<file path="config.mk">
export PLATFORM = sky130hd
export DESIGN_NAME = byte_word_rr_scheduler
export DESIGN_NICKNAME = d
export VERILOG_FILES = /design/src/rtl/word8b32b_pkg.sv /design/src/rtl/byte_word_rr_scheduler_rr_arbiter.sv /design/src/rtl/byte_word_rr_scheduler.sv
export SDC_FILE = /design/constraint.sdc
export NUM_CORES = 1
export LEC_CHECK = 0
export ABC_AREA = 1
export CORE_ASPECT_RATIO = 0.5
export CORE_MARGIN = 8
export CORE_UTILIZATION = 43
export CTS_CLUSTER_DIAMETER = 60
export DETAILED_ROUTE_END_ITERATION = 16
export HOLD_SLACK_MARGIN = 0.05
export PLACE_DENSITY = 0.73
export SYNTH_ARGS = -nofsm -noshare
export SYNTH_HDL_FRONTEND = slang
export SYNTH_SLANG_ARGS = --single-unit
</file>
<file path="constraint.sdc">
create_clock -name clk_4f -period 3.9 [get_ports clk_4f]
set_input_delay 0.39 -clock clk_4f [delete_from_list [all_inputs] [get_ports clk_4f]]
set_output_delay 0.39 -clock clk_4f [all_outputs]
set_load 0.03 [all_outputs]
</file>
<file path="src/rtl/word8b32b_pkg.sv">
// ---------------------------------------------------------------------------
// word8b32b_pkg
// Shared definitions for the byte-to-word path: byte and word widths, bytes
// per packed word, the scheduler state encoding and the source-id width
// derivation used by the round-robin scheduler and its arbiter.
// ---------------------------------------------------------------------------
package word8b32b_pkg;

    localparam int BYTE_W         = 32'sd8;
    localparam int WORD_W         = 32'sd32;
    localparam int BYTES_PER_WORD = 32'sd4;
    localparam int BEAT_W         = 32'sd2;
    localparam int CNT_W          = 32'sd16;

    typedef enum logic [0:0] {
        IDLE  = 1'b0,
        BURST = 1'b1
    } state_e;

    // Source-id width for 2..8 sources; never narrower than one bit.
    function automatic int src_w_f(input int n_src);
        if (n_src > 32'sd4) begin
            return 32'sd3;
        end else if (n_src > 32'sd2) begin
            return 32'sd2;
        end else begin
            return 32'sd1;
        end
    endfunction

endpackage

</file>
<file path="src/rtl/byte_word_rr_scheduler_rr_arbiter.sv">
// ---------------------------------------------------------------------------
// rr_arbiter
// Combinational round-robin pick: the first requesting source at or after
// rr_ptr_i (wrapping at N_SRC) wins.
// Ports:
//   req_i     [N_SRC-1:0]  request vector
//   rr_ptr_i  [SRC_W-1:0]  highest-priority source this cycle (< N_SRC)
//   gnt_o     [N_SRC-1:0]  one-hot grant, all zero when nobody requests
//   gnt_id_o  [SRC_W-1:0]  encoded id of the winner
//   gnt_vld_o              some source requested
// ---------------------------------------------------------------------------
module rr_arbiter
    import word8b32b_pkg::*;
#(
    parameter int N_SRC = 4,
    parameter int SRC_W = src_w_f(N_SRC)
) (
    input  logic [N_SRC-1:0] req_i,
    input  logic [SRC_W-1:0] rr_ptr_i,
    output logic [N_SRC-1:0] gnt_o,
    output logic [SRC_W-1:0] gnt_id_o,
    output logic             gnt_vld_o
);

    logic [SRC_W:0]   sum_s;
    logic [SRC_W-1:0] idx_s;
    logic [SRC_W-1:0] id_s;
    logic             vld_s;

    // Scan sources in priority order starting at the pointer; the extra
    // sum bit lets the wrap work for source counts that are not powers of 2.
    always_comb begin
        sum_s = '0;
        idx_s = '0;
        id_s  = '0;
        vld_s = 1'b0;
        for (int k = 0; k < N_SRC; k++) begin
            sum_s = {1'b0, rr_ptr_i} + (SRC_W+1)'(k);
            if (sum_s >= (SRC_W+1)'(N_SRC)) begin
                idx_s = SRC_W'(sum_s - (SRC_W+1)'(N_SRC));
            end else begin
                idx_s = sum_s[SRC_W-1:0];
            end
            if (!vld_s && req_i[idx_s]) begin
                vld_s = 1'b1;
                id_s  = idx_s;
            end else begin
                vld_s = vld_s;
            end
        end
    end

    // Expand the winner into the one-hot grant.
    always_comb begin
        if (vld_s) begin
            gnt_o = N_SRC'(1'b1) << id_s;
        end else begin
            gnt_o = '0;
        end
    end

    assign gnt_id_o  = id_s;
    assign gnt_vld_o = vld_s;

endmodule

</file>
<file path="src/rtl/byte_word_rr_scheduler.sv">
// ---------------------------------------------------------------------------
// byte_word_rr_scheduler
// Shares the 8b->32b word packer among N_SRC show-ahead byte FIFOs. One source
// is granted per word and exactly four bytes are drained from it back to back,
// so the packer only ever sees gap-free, non-interleaved bursts of four.
// Re-arbitration happens on the fourth pop, so consecutive words have no bubble.
//
// Ports:
//   clk_4f     in   byte-rate clock
//   reset      in   asynchronous active-low reset
//   enable     in   1 allows new grants; 0 lets the current word finish, then idle
//   req        in   [N_SRC]   source i holds at least four bytes
//   src_data   in   [8*N_SRC] head byte of source i at [8i+7:8i]
//   pop        out  [N_SRC]   combinational one-hot read strobe
//   valid_out  out  registered byte valid to the packer
//   Data_out   out  [8] registered byte to the packer (holds when idle)
//   src_id     out  [SRC_W] registered source of Data_out
//   word_last  out  registered, marks the fourth byte of a word
//   busy       out  a word is in progress
//   word_cnt   out  [16*N_SRC] saturating per-source word counters
//                   (present only when RR_WORD_CNT_EN is defined)
//
// Build option: RR_WORD_CNT_EN adds the word_cnt port and its counters.
// ---------------------------------------------------------------------------
module byte_word_rr_scheduler
    import word8b32b_pkg::*;
#(
    parameter int N_SRC = 4,
    parameter int SRC_W = src_w_f(N_SRC)
) (
    input  logic                    clk_4f,
    input  logic                    reset,
    input  logic                    enable,
    input  logic [N_SRC-1:0]        req,
    input  logic [BYTE_W*N_SRC-1:0] src_data,
    output logic [N_SRC-1:0]        pop,
    output logic                    valid_out,
    output logic [BYTE_W-1:0]       Data_out,
    output logic [SRC_W-1:0]        src_id,
    output logic                    word_last,
    output logic                    busy
`ifdef RR_WORD_CNT_EN
    ,
    output logic [CNT_W*N_SRC-1:0]  word_cnt
`endif
);

    localparam logic [BEAT_W-1:0] LAST_BEAT = 2'd3;

    state_e            state_q, state_d;
    logic [BEAT_W-1:0] beat_q, beat_d;
    logic [SRC_W-1:0]  rr_ptr_q, rr_ptr_d;
    logic [SRC_W-1:0]  gnt_q, gnt_d;

    logic              valid_q;
    logic [BYTE_W-1:0] data_q;
    logic [SRC_W-1:0]  src_id_q;
    logic              word_last_q;

    logic [N_SRC-1:0]  arb_gnt_s;
    logic [SRC_W-1:0]  arb_id_s;
    logic              arb_vld_s;
    logic [SRC_W-1:0]  rr_next_s;
    logic [SRC_W:0]    rr_sum_s;

    logic              pop_vld_s;
    logic [SRC_W-1:0]  pop_id_s;
    logic [N_SRC-1:0]  pop_vec_s;
    logic              last_s;
    logic [BYTE_W-1:0] pop_byte_s;

    rr_arbiter #(
        .N_SRC (N_SRC),
        .SRC_W (SRC_W)
    ) u_arb (
        .req_i     (req),
        .rr_ptr_i  (rr_ptr_q),
        .gnt_o     (arb_gnt_s),
        .gnt_id_o  (arb_id_s),
        .gnt_vld_o (arb_vld_s)
    );

    // Pointer for the next arbitration: one past the winner, wrapping at N_SRC.
    always_comb begin
        rr_sum_s = {1'b0, arb_id_s} + {{SRC_W{1'b0}}, 1'b1};
        if (rr_sum_s >= (SRC_W+1)'(N_SRC)) begin
            rr_next_s = '0;
        end else begin
            rr_next_s = rr_sum_s[SRC_W-1:0];
        end
    end

    // Next-state, beat counting and pop generation.
    always_comb begin
        state_d   = state_q;
        beat_d    = beat_q;
        rr_ptr_d  = rr_ptr_q;
        gnt_d     = gnt_q;
        pop_vld_s = 1'b0;
        pop_id_s  = gnt_q;
        pop_vec_s = '0;
        last_s    = 1'b0;
        case (state_q)
            IDLE: begin
                if (enable && arb_vld_s) begin
                    // First byte is popped in the grant cycle itself.
                    pop_vld_s = 1'b1;
                    pop_id_s  = arb_id_s;
                    pop_vec_s = arb_gnt_s;
                    gnt_d     = arb_id_s;
                    rr_ptr_d  = rr_next_s;
                    beat_d    = 2'd1;
                    state_d   = BURST;
                end else begin
                    state_d   = IDLE;
                end
            end
            BURST: begin
                // The granted source's req is deliberately not consulted here.
                pop_vld_s = 1'b1;
                pop_id_s  = gnt_q;
                pop_vec_s = N_SRC'(1'b1) << gnt_q;
                if (beat_q == LAST_BEAT) begin
                    last_s = 1'b1;
                    if (enable && arb_vld_s) begin
                        // Next word starts on the following cycle at beat 0.
                        gnt_d    = arb_id_s;
                        rr_ptr_d = rr_next_s;
                        beat_d   = 2'd0;
                    end else begin
                        state_d  = IDLE;
                        beat_d   = 2'd0;
                    end
                end else begin
                    beat_d = beat_q + 2'd1;
                end
            end
            default: begin
                state_d = IDLE;
                beat_d  = 2'd0;
            end
        endcase
    end

    // Select the head byte of the source being popped.
    always_comb begin
        pop_byte_s = '0;
        for (int i = 0; i < N_SRC; i++) begin
            if (pop_id_s == SRC_W'(i)) begin
                pop_byte_s = src_data[BYTE_W*i +: BYTE_W];
            end else begin
                pop_byte_s = pop_byte_s;
            end
        end
    end

    // Read strobe is forced low while reset is held.
    always_comb begin
        if (!reset) begin
            pop = '0;
        end else begin
            pop = pop_vec_s;
        end
    end

    // Control state: FSM, beat counter, arbitration pointer and held grant.
    always_ff @(posedge clk_4f or negedge reset) begin
        if (!reset) begin
            state_q  <= IDLE;
            beat_q   <= 2'd0;
            rr_ptr_q <= '0;
            gnt_q    <= '0;
        end else begin
            state_q  <= state_d;
            beat_q   <= beat_d;
            rr_ptr_q <= rr_ptr_d;
            gnt_q    <= gnt_d;
        end
    end

    // One-cycle output stage toward the packer; data and id hold when idle.
    always_ff @(posedge clk_4f or negedge reset) begin
        if (!reset) begin
            valid_q     <= 1'b0;
            data_q      <= 8'h00;
            src_id_q    <= '0;
            word_last_q <= 1'b0;
        end else begin
            valid_q     <= pop_vld_s;
            word_last_q <= last_s;
            if (pop_vld_s) begin
                data_q   <= pop_byte_s;
                src_id_q <= pop_id_s;
            end else begin
                data_q   <= data_q;
                src_id_q <= src_id_q;
            end
        end
    end

    assign valid_out = valid_q;
    assign Data_out  = data_q;
    assign src_id    = src_id_q;
    assign word_last = word_last_q;
    assign busy      = (state_q == BURST);

`ifdef RR_WORD_CNT_EN
    localparam logic [CNT_W-1:0] CNT_MAX = 16'hFFFF;

    logic [CNT_W-1:0] cnt_q [N_SRC];

    // Per-source completed-word counters, saturating, cleared only by reset.
    always_ff @(posedge clk_4f or negedge reset) begin
        if (!reset) begin
            for (int i = 0; i < N_SRC; i++) begin
                cnt_q[i] <= '0;
            end
        end else begin
            for (int i = 0; i < N_SRC; i++) begin
                if (valid_q && word_last_q && (src_id_q == SRC_W'(i)) && (cnt_q[i] != CNT_MAX)) begin
                    cnt_q[i] <= cnt_q[i] + 16'd1;
                end else begin
                    cnt_q[i] <= cnt_q[i];
                end
            end
        end
    end

    for (genvar gi = 0; gi < N_SRC; gi++) begin : g_cnt_out
        assign word_cnt[CNT_W*gi +: CNT_W] = cnt_q[gi];
    end
`endif

endmodule
</file>
; ---- After elaboration in Yosys (flattened, before gate mapping)
; Cells that the tools add are included.
[totals]
register_bits = 19
word_cells = 88
[op_classes]
n_addsub = 9
order_cmp = 9
n_eq_ne = 6
n_shift = 2
n_mux = 45
bitwise = 1
n_reduce_logical = 8
[ops]
columns = op, n
row1 = 8-bit two-way mux, 4
row2 = 2-bit two-way mux, 15
row3 = 2-bit one-hot mux with 2 select lines, 4
row4 = 3-bit greater-or-equal comparator (second input constant), 4
row5 = 2-bit by 3-bit less-than comparator with 1-bit output (second input constant), 4
row6 = 1-bit two-way mux, 12
row7 = 4-bit two-way mux, 3
row8 = 1-bit binary-select mux with 2-bit select, 4
row9 = 4-bit one-hot mux with 2 select lines, 1
row10 = 1-bit by 2-bit left shift with 4-bit output (first input constant), 2
row11 = 2-bit by 1-bit subtractor with 2-bit output (second input constant), 4
row12 = 2-bit by 1-bit adder with 3-bit output (second input constant), 2
row13 = 2-bit by 2-bit adder with 3-bit output (second input constant), 2
row14 = 2-bit == test (second input constant), 3
row15 = 1-bit logical AND, 4
row16 = 1-bit one-hot mux with 2 select lines, 2
row17 = 2-bit by 3-bit greater-or-equal comparator with 1-bit output (second input constant), 1
row18 = 1-bit logical NOT, 3
row19 = 2-bit by 1-bit adder with 2-bit output (second input constant), 1
row20 = 2-bit by 1-bit == test with 1-bit output (second input constant), 1
row21 = 2-bit logical NOT, 1
row22 = 2-bit by 1-bit != test with 1-bit output (second input constant), 1
row23 = 2-bit != test (second input constant), 1
row24 = 1-bit inverter, 1

; ---- Logic depth before layout (Yosys ltp)
[depth]
ltp_word = 22
mapped_depth = 20
depth_no_buf = 17

; ---- Cells and area by module
; From an unflattened synthesis, not the netlist that was laid out.
[unflattened]
cells_unflattened = 229
hier_area_um2 = 1525.2
[modules_own_cells]
columns = module, instances, cells_per_inst, area_each_um2
row1 = byte_word_rr_scheduler, 1, 155, 1132.3
row2 = rr_arbiter, 1, 74, 392.9

; ---- Worst setup path before layout
; Ideal clock, no wire load.
[synth_path]
path_kind = flip-flop to output port
startpoint = register with a tool-made name
endpoint = output pop[0]
arrival_ns = 3.124
required_ns = 3.510
path_slack_ns = 0.386
path_stages_with_launch = 17
cell_sequence = dfrtp_1 > buf_6 > inv_4 > buf_6 > nand2_2 > nand3_1 > nand2_2 > inv_2 > nand2_1 > nand2_1 > nand2_1 > nand2_1 > nand2_1 > inv_1 > ha_1 > o21ai_0 > a2111oi_0
[synth_lines]
columns = element, line_no
row1 = to (decl), byte_word_rr_scheduler.sv:36  ; output logic [N_SRC-1:0] pop,

==> impl_summary.txt <==
----------------------------------------------------
[Place]
  Placed Cells ... 327
  HPWL after DPL ... 3460 microns
  Routability Congestion ... 0.850
  Number of input and output port buffers inserted ... 55

[Run status]
  Result of the run ... complete, no violations

[Run]
  Max-cap violations ... 0

[STA]
  Actual transition at the worst max-transition pin ... 0.542 ns
  Endpoints failing hold ... 0
  Setup skew after layout ... 0.00492 ns
  Worst hold slack ... 0.473 ns
  Min Clock Period, post-route ... 3.23 ns
  FMAX ... 309 MHz
  Final Max Slew Viols ... 0
  Slew Limit Headroom ... 0.637
  Share of the clock period used by the worst path after layout ... 0.829
  Setup repair after global routing missed its margin ... no
  Fin Setup TNS ... 0 ns
  Final Setup Violations ... 0

[Critical path]
  Worst Setup Start Kind ... flop
  Crit-path leading delay family ... buffers and inverters
  Sequence of cells on the critical path ... inv_4, nand2_1, nand2_1, nand2_1, nand2_2, nand2_1, nand2_1, nand2_1, nand2_1, nand2_1, inv_1, ha_1, nand2_1, a21oi_1, clkdlybuf4s50_1
  Peak fanout along the critical path ... 11
  Endpoint arrival time on the critical path ... 2.84 ns
  Critical path class ... flop to output pin
  Worst-case register-to-register setup slack ... 1.42 ns
  Max stage delay on crit path ... 0.69 ns
  Data required time of the worst path ... 3.51 ns
  Capturing element type of the critical path ... output pin
  Crit path max-delay cell type ... clkdlybuf4s50_1
  Capturing point of the worst reg2reg path ... Data_out[5]
  Buffer and inverter count on the worst path ... 3
  Cell mode on critical path ... nand2_1
  Worst Reg2Reg Path Length in Cells ... 17

[Clock tree]
  Sink Count ... 19
  Number of buffers created by CTS ... 3
  Clock slew at reported path FFs ... 0.07 ns
  Number of setup buffers added after CTS ... 0
  Skew-Pair Late Insertion Delay ... 0.26 ns
  Clock Path Buffers ... 2
  Clock tree from TritonCTS ... done
  Number of buffers inserted for hold repair after clock tree synthesis ... 0
  Depth of the CTS H-tree ... 1
  Clock root buffer master ... clkbuf_8

[Layout]
  Area overhead of the layout relative to synthesis ... 39.3%
  # diodes ... 0
  Fin util ... 0.631
  Layout Cells excl Fill ... 331
  Total Nets Final ... 325
  Most frequent standard cell in the layout excluding fill and tap cells ... nand2_1
  Filler cells ... 337
  Fraction of layout instances using a drive strength above 1 ... 0.132
  Highest-count cells in the layout ignoring fill and taps ... nand2_1 (67), clkdlybuf4s50_1 (54), inv_1 (22)

[Routing]
  Detailed Route Iter0 Violations ... 39
  Via density ... 4.95
  Post-detailed-routing wire length ... 4320 microns
  Vias post-DR ... 1639
  Residual DRC ... 0
  Pre-antenna DRT Iters ... 5
  Routed length per placed instance ... 13.0 microns
  Number of antenna-violating nets in the routed design ... 0

[Synthesis]
  Flop and latch count out of synthesis ... 19
  Count of warnings emitted by yosys ... 0
  Avg Inst Size Synth ... 6.93 sq um
  Portion of the post-synthesis area used by sequential elements ... 0.302
  Number of cells produced by synthesis ... 227
  Distinct cell type count of the synthesized netlist ... 27
  Synth Net Count ... 271
  Netlist Area Pre-Place ... 1570 sq um
  Share of Yosys cell area claimed by the top area cell type ... 0.302
  Largest cells by area after synthesis ... dfrtp_1 (30%), nand2_1 (16%), nand4_1 (8.0%)
  Largest area contributor in the netlist ... dfrtp_1

[Global route]
  Overall routing resource usage ... 0.150
  Global-route wire length before repair ... 7240 microns
  Final global-route overflow total ... 0
  Number of antenna violations at the first check in global routing ... 0
  Number of global-route vias before repair ... 1555
  Pin count of the biggest net entering global routing ... 21

[Floorplanning]
  Number of core rows ... 15
  Die height ... 58.8 microns
  Floorplan Core Area ... 3470 sq um
  Top-level port count ... 56
  Die width ... 102 microns
  Initial cell density of the core ... 0.453
  Die Area ... 5970 sq um

[Pwr]
  Maximum resistive drop on vdd ... 410 uV
  Final Power ... 0.00185 W
  Total power density per cell area ... 844 nW/um^2
  Leakage power total ... 1.05 nW

[Worst hold path]
  Hold crit path type ... input port to asynchronous set/reset pin

----------------------------------------------------
sequential cells by signal, indices dropped and copies added, names as in the netlist, named ones only:
| signal | count |
|---|---|
| word_last | 1 |
| gnt_q | 2 |
| rr_ptr_q | 1 |
| beat_q | 2 |
| src_id | 2 |
| valid_out | 1 |
| Data_out | 8 |
| busy | 1 |
power breakdown:
group          switching [W]  internal [W]  leakage (nW)  total (W)
sequential         0.0000867      0.000300         0.225   0.000387
combinational       0.000846      0.000481         0.799    0.00133
clock              0.0000639     0.0000726        0.0228   0.000137
total               0.000996      0.000854          1.05    0.00185
logic make-up (layout without fill, tap and decap cells):
logic type,after synthesis,in the layout,synth area share
fa+ha+maj,5,5,0.0398
compound gates,27,27,0.0915
simple gates,139,139,0.458
flops,19,19,0.302
buf+inv,37,90,0.108
cell usage after synthesis:
cell type and count:
nand3_4 2, a22o_1 1, a31oi_1 1, buf_6 3
nand2_2 11, o21ai_0 15, nand3_1 16, or2_2 1
inv_4 1, nor2_1 10, nor2_4 2, inv_2 6
a21oi_1 5, inv_1 22, o21ai_1 4, nor2_2 2
ha_1 5, nand2_1 67, nand4_1 20, nand3_2 4
nand2_4 3, buf_4 1, dfrtp_1 19, a2111oi_0 1
nand3b_1 1, clkbuf_1 2, buf_2 2
metrics by stage:
step	worst slack (ns)	instance area (sq um)
after global routing	0.406	2190
final	0.667	2190
after floorplan	0.386	1570
after CTS	0.304	2190
after detailed placement	0.378	2140
after global placement	0.444	2140
cell type report:
type	instances	area, sq um	share of cell area
multi-input cells	171	927	0.423
clock buffers	4	45.0	0.0206
inverters	29	111	0.0508
well taps	51	63.8	0.0291
flip-flops and latches	19	475	0.217
repair buffers	57	568	0.259
repair_timing:
action                                  in CTS  in global routing
gates resized for setup                      0                  1
endpoints found under the hold margin        0                  0
endpoints found under the setup margin       0                  1
how the worst max path moves through the flow:
stage	start	end	slack, ns	cells past startpoint
final	flop	pop[2]	0.67	15
after global routing	flop	pop[2]	0.41	15
after CTS	flop	pop[0]	0.30	15
after detailed placement	req[3]	pop[0]	0.38	15
after global placement	req[3]	pop[0]	0.44	15
after floorplan	flop	pop[0]	0.39	16
layer usage:
| layer | track usage | share of wire | up-vias |
|---|---|---|---|
| met5 | 0 | 0 | - |
| met4 | 0.0377 | 0.0083 | 0 |
| met3 | 0.0353 | 0.047 | 4 |
| met2 | 0.272 | 0.50 | 38 |
| met1 | 0.173 | 0.44 | 746 |
| li1 | - | - | 851 |
(Power assumes the default switching activity.)
